## config.mk

```make
export PLATFORM = sky130hd
export DESIGN_NAME = rtc_timekeeper
export DESIGN_NICKNAME = d
export VERILOG_FILES = /design/src/rtl/rtc_pkg.sv /design/src/rtl/rtc_prescaler.sv /design/src/rtl/rtc_timekeeper.sv
export SDC_FILE = /design/constraint.sdc
export NUM_CORES = 1
export LEC_CHECK = 0
export CAP_MARGIN = 20
export CORE_MARGIN = 1
export CORE_UTILIZATION = 55
export CTS_CLUSTER_SIZE = 10
export DETAILED_ROUTE_END_ITERATION = 12
export GPL_TIMING_DRIVEN = 0
export PLACE_DENSITY = 0.84
export SYNTH_ARGS = -nofsm -noshare
export SYNTH_HDL_FRONTEND = slang
export SYNTH_SLANG_ARGS = --single-unit
```

## constraint.sdc

```tcl
create_clock -name clock -period 2.2 [get_ports clock]
set_clock_uncertainty 0.1 [all_clocks]
set_input_delay 0.44 -clock clock [delete_from_list [all_inputs] [get_ports clock]]
set_output_delay 0.44 -clock clock [all_outputs]
set_load 0.02 [all_outputs]
```

## src/rtl/rtc_pkg.sv

```systemverilog
// -----------------------------------------------------------------------------
// rtc_pkg
// Shared constants and helpers for the real-time-clock timekeeper.
//   - Field widths for seconds / minutes / hours / day.
//   - Terminal values of each cascade stage, typed to their field width so
//     comparisons against the counters need no extension.
//   - set_is_legal(): range check applied to a requested hh:mm load.
// -----------------------------------------------------------------------------
package rtc_pkg;

    localparam int SEC_W  = 6;
    localparam int MIN_W  = 6;
    localparam int HOUR_W = 5;
    localparam int DAY_W  = 3;

    localparam logic [SEC_W-1:0]  SEC_MAX  = 6'd59;
    localparam logic [MIN_W-1:0]  MIN_MAX  = 6'd59;
    localparam logic [HOUR_W-1:0] HOUR_MAX = 5'd23;
    localparam logic [DAY_W-1:0]  DAY_MAX  = 3'd6;

    // A load is only accepted when both fields are inside their 24-hour range.
    function automatic logic set_is_legal(input logic [HOUR_W-1:0] hours,
                                          input logic [MIN_W-1:0]  minutes);
        return (hours <= HOUR_MAX) && (minutes <= MIN_MAX);
    endfunction

endpackage

```

## src/rtl/rtc_prescaler.sv

```systemverilog
// -----------------------------------------------------------------------------
// rtc_prescaler
// Divides the system clock into a one-second tick.  The counter runs
// 0..CLK_HZ-1 while run=1 and holds its value while run=0, so a paused second
// resumes where it stopped.  A synchronous clear restarts the second.
//
// Parameters
//   CLK_HZ  system clock cycles per second (>= 2)
// Ports
//   clock   system clock, rising edge
//   resetn  asynchronous active-low reset
//   run     1 = count, 0 = hold
//   clear   synchronous restart of the count (wins over run)
//   tick    high during the cycle the counter sits at terminal count with
//           run=1; consumed by registered logic in the parent
// -----------------------------------------------------------------------------
module rtc_prescaler
    import rtc_pkg::*;
#(
    parameter int CLK_HZ = 50000000
) (
    input  logic clock,
    input  logic resetn,
    input  logic run,
    input  logic clear,
    output logic tick
);

    localparam int               CNT_W    = $clog2(CLK_HZ);
    localparam logic [CNT_W-1:0] TERMINAL = CNT_W'(CLK_HZ - 1);

    logic [CNT_W-1:0] count;

    assign tick = run && (count == TERMINAL);

    // NOTE: state registers use non-blocking assignment so every flop samples
    // the pre-edge values, independent of process evaluation order.
    always_ff @(posedge clock or negedge resetn) begin
        if (!resetn) begin
            count <= '0;
        end else if (clear || tick) begin
            count <= '0;
        end else if (run) begin
            count <= count + 1'b1;
        end
    end

endmodule

```

## src/rtl/rtc_timekeeper.sv

```systemverilog
// -----------------------------------------------------------------------------
// rtc_timekeeper
// 24-hour hh:mm:ss time-of-day source.  A prescaler produces one tick per
// second; the top cascades seconds -> minutes -> hours and handles the set
// handshake.  Every output is a flop: time fields and pulses change on the
// same edge, so a consumer sampling on secondP=1 sees the new time.
//
// A legal set wins over a coincident tick (the tick is dropped and the
// prescaler restarts).  An illegal set leaves time alone and lets a coincident
// tick through.
//
// Optional build macro: RTC_DAY_EN adds a day-of-week counter (day, dayP).
//
// Parameters
//   CLK_HZ       system clock cycles per second (>= 2)
// Ports
//   clock        system clock, rising edge
//   resetn       asynchronous active-low reset
//   run          1 = time advances, 0 = prescaler and counters frozen
//   set_valid    load request, evaluated every cycle it is high
//   set_hours    requested hours   (0..23 legal)
//   set_minutes  requested minutes (0..59 legal)
//   secondP      one-cycle pulse with each new second
//   seconds      current seconds 0..59
//   minutes      current minutes 0..59
//   hours        current hours   0..23
//   minuteP      one-cycle pulse when seconds wraps to 0
//   day, dayP    (RTC_DAY_EN only) day 0..6 and its wrap pulse
//   set_ack      one-cycle pulse, load accepted
//   set_err      one-cycle pulse, load rejected
// -----------------------------------------------------------------------------
module rtc_timekeeper
    import rtc_pkg::*;
#(
    parameter int CLK_HZ = 50000000
) (
    input  logic              clock,
    input  logic              resetn,
    input  logic              run,
    input  logic              set_valid,
    input  logic [HOUR_W-1:0] set_hours,
    input  logic [MIN_W-1:0]  set_minutes,
    output logic              secondP,
    output logic [SEC_W-1:0]  seconds,
    output logic [MIN_W-1:0]  minutes,
    output logic [HOUR_W-1:0] hours,
    output logic              minuteP,
`ifdef RTC_DAY_EN
    output logic [DAY_W-1:0]  day,
    output logic              dayP,
`endif
    output logic              set_ack,
    output logic              set_err
);

    logic set_legal;
    logic set_ok;
    logic set_bad;
    logic tick;
    logic tick_take;
    logic sec_wrap;
    logic min_wrap;
    logic hour_wrap;

    assign set_legal = set_is_legal(set_hours, set_minutes);
    assign set_ok    = set_valid && set_legal;
    assign set_bad   = set_valid && !set_legal;
    // A legal load discards a tick arriving in the same cycle.
    assign tick_take = tick && !set_ok;

    assign sec_wrap  = (seconds == SEC_MAX);
    assign min_wrap  = (minutes == MIN_MAX);
    assign hour_wrap = (hours   == HOUR_MAX);

    rtc_prescaler #(
        .CLK_HZ (CLK_HZ)
    ) u_prescaler (
        .clock  (clock),
        .resetn (resetn),
        .run    (run),
        .clear  (set_ok),
        .tick   (tick)
    );

    always_ff @(posedge clock or negedge resetn) begin
        if (!resetn) begin
            seconds <= '0;
            minutes <= '0;
            hours   <= '0;
            secondP <= 1'b0;
            minuteP <= 1'b0;
            set_ack <= 1'b0;
            set_err <= 1'b0;
        end else begin
            secondP <= tick_take;
            minuteP <= tick_take && sec_wrap;
            set_ack <= set_ok;
            set_err <= set_bad;

            if (set_ok) begin
                hours   <= set_hours;
                minutes <= set_minutes;
                seconds <= '0;
            end else if (tick_take) begin
                if (sec_wrap) begin
                    seconds <= '0;
                    if (min_wrap) begin
                        minutes <= '0;
                        hours   <= hour_wrap ? '0 : hours + 1'b1;
                    end else begin
                        minutes <= minutes + 1'b1;
                    end
                end else begin
                    seconds <= seconds + 1'b1;
                end
            end
        end
    end

`ifdef RTC_DAY_EN
    logic day_wrap;

    assign day_wrap = tick_take && sec_wrap && min_wrap && hour_wrap;

    // Day of week follows only the midnight roll-over; a set never touches it.
    always_ff @(posedge clock or negedge resetn) begin
        if (!resetn) begin
            day  <= '0;
            dayP <= 1'b0;
        end else begin
            dayP <= day_wrap;
            if (day_wrap) begin
                day <= (day == DAY_MAX) ? '0 : day + 1'b1;
            end
        end
    end
`endif

endmodule

```

==> metrics <==
clk buf depth=2; GRT Total Usage=23.3%; Worst-Skew Late Latency=just under 0.3 ns; Via-to-Cell Ratio=~6.0; DRT Wirelength=5650 um; Worst Path Arrival=2.18 ns; critical path's slowest cell=clkdlybuf4s50_1; Achievable Freq=roughly 470 MHz; Nets=331; clock slew at reported path FFs=0.09 ns; YS warnings=0; Post-synth top flop=dfrtp_1; Remaining DRCs=5; Final Util=71.4%; most common library cells after synthesis=47 x dfrtp_1, 33 x nor2_1, 27 x nand2_1, 23 x nand3_1; antenna violations before repair=0; main combinational cell family by area after synthesis=simple AND/OR/NAND/NOR gates; layout cells sized above 1=a little over an eighth; flops & latches, synth=47; cell area power density=about 580 nW/um^2; total core area=4470 um^2; Setup TNS=0 ns; final hold vios=0; first-pass GRT wire length=approximately 9400 um; CP Buf/Inv Count=3; I/O pin cnt=36; post-synthesis mux area share=under 10%; EDFF count, synth=0; DRT antenna net count=0; die area=5080 um^2; GPL Wtd Cong=0.802; Mapped Cells=approximately 270; CP top delay family=buffers and inverters; largest net degree at the start of global routing=36; Port Buf Inserts=34; vias in the first global route=2040; Setup CP Type=primary input to flop; Rel. slew slack=between 50% and 60%; Seq/Total Area, Yosys=44.6%; fraction of registers with async set/reset=100%; worst-case vdd ir drop=372 uV; Mapped Area=2640 um^2; Synth Area in Compound Gates=7.82%; hold slack=0.375 ns; Synth area leaders=dfrtp_1 45%, nor2_1 4.7%, nand3_1 4.4%, xnor2_1 4.3%, xor2_1 4.3%; CP Launch Type=primary input; 1st-iter DRT viols=157; setup violators final=0; antenna cell count=0; Syn Area/Cell=a little under 10 um^2; status=finished, violations left; fin crit share=a little over nine tenths; top-count cell post-synth=dfrtp_1; Critical Path Sink Type=flop; simple-gate portion of the synthesized area=30.8%; die extent in y=71.3 um; vias=~2200; Die Width=71.3 um; Synth top area share=44.6%; largest stage delay on the critical path=0.44 ns; DRT Pass-1 Iters=9; crit-path cells=clkdlybuf4s50_1 -> nand4_1 -> nand3_2 -> clkinv_2 -> a41oi_1 -> buf_4 -> o311ai_0 -> o211ai_1; Wirelength per Cell=15.5 um; max_cap viols=0; CTS tree=built; Worst Hold Class=primary input to flop; total CTS buffers=5; leakage power=1.35 nW; # clock sinks=47; Post-Synth Adder-Cell Area=1.90%; Filler cells=320; CP Max Fanout=10; failing checks=DRC; global route overflow=0; Synthesized Nets=287; top cell type by total area after synthesis=dfrtp_1; CTS Root Cell=clkbuf_8; post-synthesis xor/xnor area fraction=8.63%; dpl hpwl=3910 um; CTS H-tree lvls=2; R2R setup slack=about 0.12 ns; Synth cell types=51; initial core utilization=59.0%; Worst Max-Slew Pin Slew=0.697 ns; Syn-to-layout area delta=21.1%; Final Max Slew Viols=0; power consumption=1.86 mW; Final min period=2.12 ns; worst endpoint required time=2.26 ns; num rows=24
-- routing by layer --
layer	routed length, um	track usage, %	part of all wire [%]	vias to the layer above
met3	249	3.52	4.4	8
met5	0	0	0	-
met1	2560	31.9	45	1074
li1	-	-	-	1049
met2	2780	38.5	49	59
met4	61	7.11	1.1	0
-- power by group --
| group | switching, mW | internal (mW) | leakage [nW] |
|---|---|---|---|
| Sequential | 0.0573 | 0.906 | 0.627 |
| Combinational | 0.166 | 0.152 | 0.672 |
| Clock | 0.290 | 0.286 | 0.0505 |
-- final timing paths --
kind | from | end | depth (start not counted)
min in group asynchronous | resetn | seconds[3] | 2
setup reg to reg | u_prescaler.count[1] | hours[3] | 6
hold / removal | run | u_prescaler.count[0] | 3
setup / recovery | set_minutes[3] | hours[4] | 8
hold reg to reg | seconds[0] | seconds[0] | 1
max in group asynchronous | resetn | minutes[1] | 3
-- logic make-up (layout without fill, tap and decap cells) --
family,Yosys count,in the layout
buffers and inverters,18,63
XOR/XNOR,26,26
flip-flops,47,47
multiplexers,5,5
AO/OA/AOI/OAI,28,28
adder cells (fa/ha/maj),4,4
AND/OR/NAND/NOR,140,140
-- worst min-delay path, cell delays in order --
cell,delay (ns)
buf_4,0.13
xnor2_1,0.12
nor2_1,0.04
-- through the flow --
stage	area (um^2)	cells	setup WS (ns)
final	3200	365	0.0775
after detailed placement	3060	355	-0.397
after global routing	3200	365	-0.0402
after floorplan	2640	268	0.287
after CTS	3170	364	0.0170
after global placement	3040	354	-0.682
-- registers in the layout (all words and copies together) (netlist names) --
| register | count |
|---|---|
| hours | 5 |
| minuteP | 1 |
| minutes | 6 |
| secondP | 1 |
| seconds | 6 |
| set_ack | 1 |
| set_err | 1 |
| u_prescaler.count | 26 |
-- cell usage in the layout (no fill, tap or decap), types with 9 or more instances in the layout --
master,netlist,routed
o211ai_1,9,9
nor3_1,9,9
dfrtp_1,47,47
clkdlybuf4s50_1,0,33
nand3_1,23,22
nor2_1,33,33
nand2_1,27,27
xor2_1,13,13
xnor2_1,13,13
nand4_1,9,9
-- timing repair --
item | CTS | global route
endpoints found under the setup margin | 7 | 9
hold endpoints to repair | 12 | 0
hold buffers | 1 | 0
setup buffers | 0 | 1
cloned | 0 | 0
gates resized for setup | 1 | 3
-- final cells by class --
| class | instances | area, um^2 | area share, % |
|---|---|---|---|
| clock inverters | 1 | 7.51 | 0.235 |
| plain buffers | 11 | 90.1 | 2.82 |
| well taps | 52 | 65.1 | 2.04 |
| clock buffers | 7 | 96.3 | 3.01 |
| flip-flops and latches | 47 | 1180 | 36.8 |
| inverters | 7 | 27.5 | 0.861 |
| repair buffers | 37 | 373 | 11.7 |
| multi-input cells | 203 | 1360 | 42.6 |
Note: power is estimated with default switching activity, not from simulation.
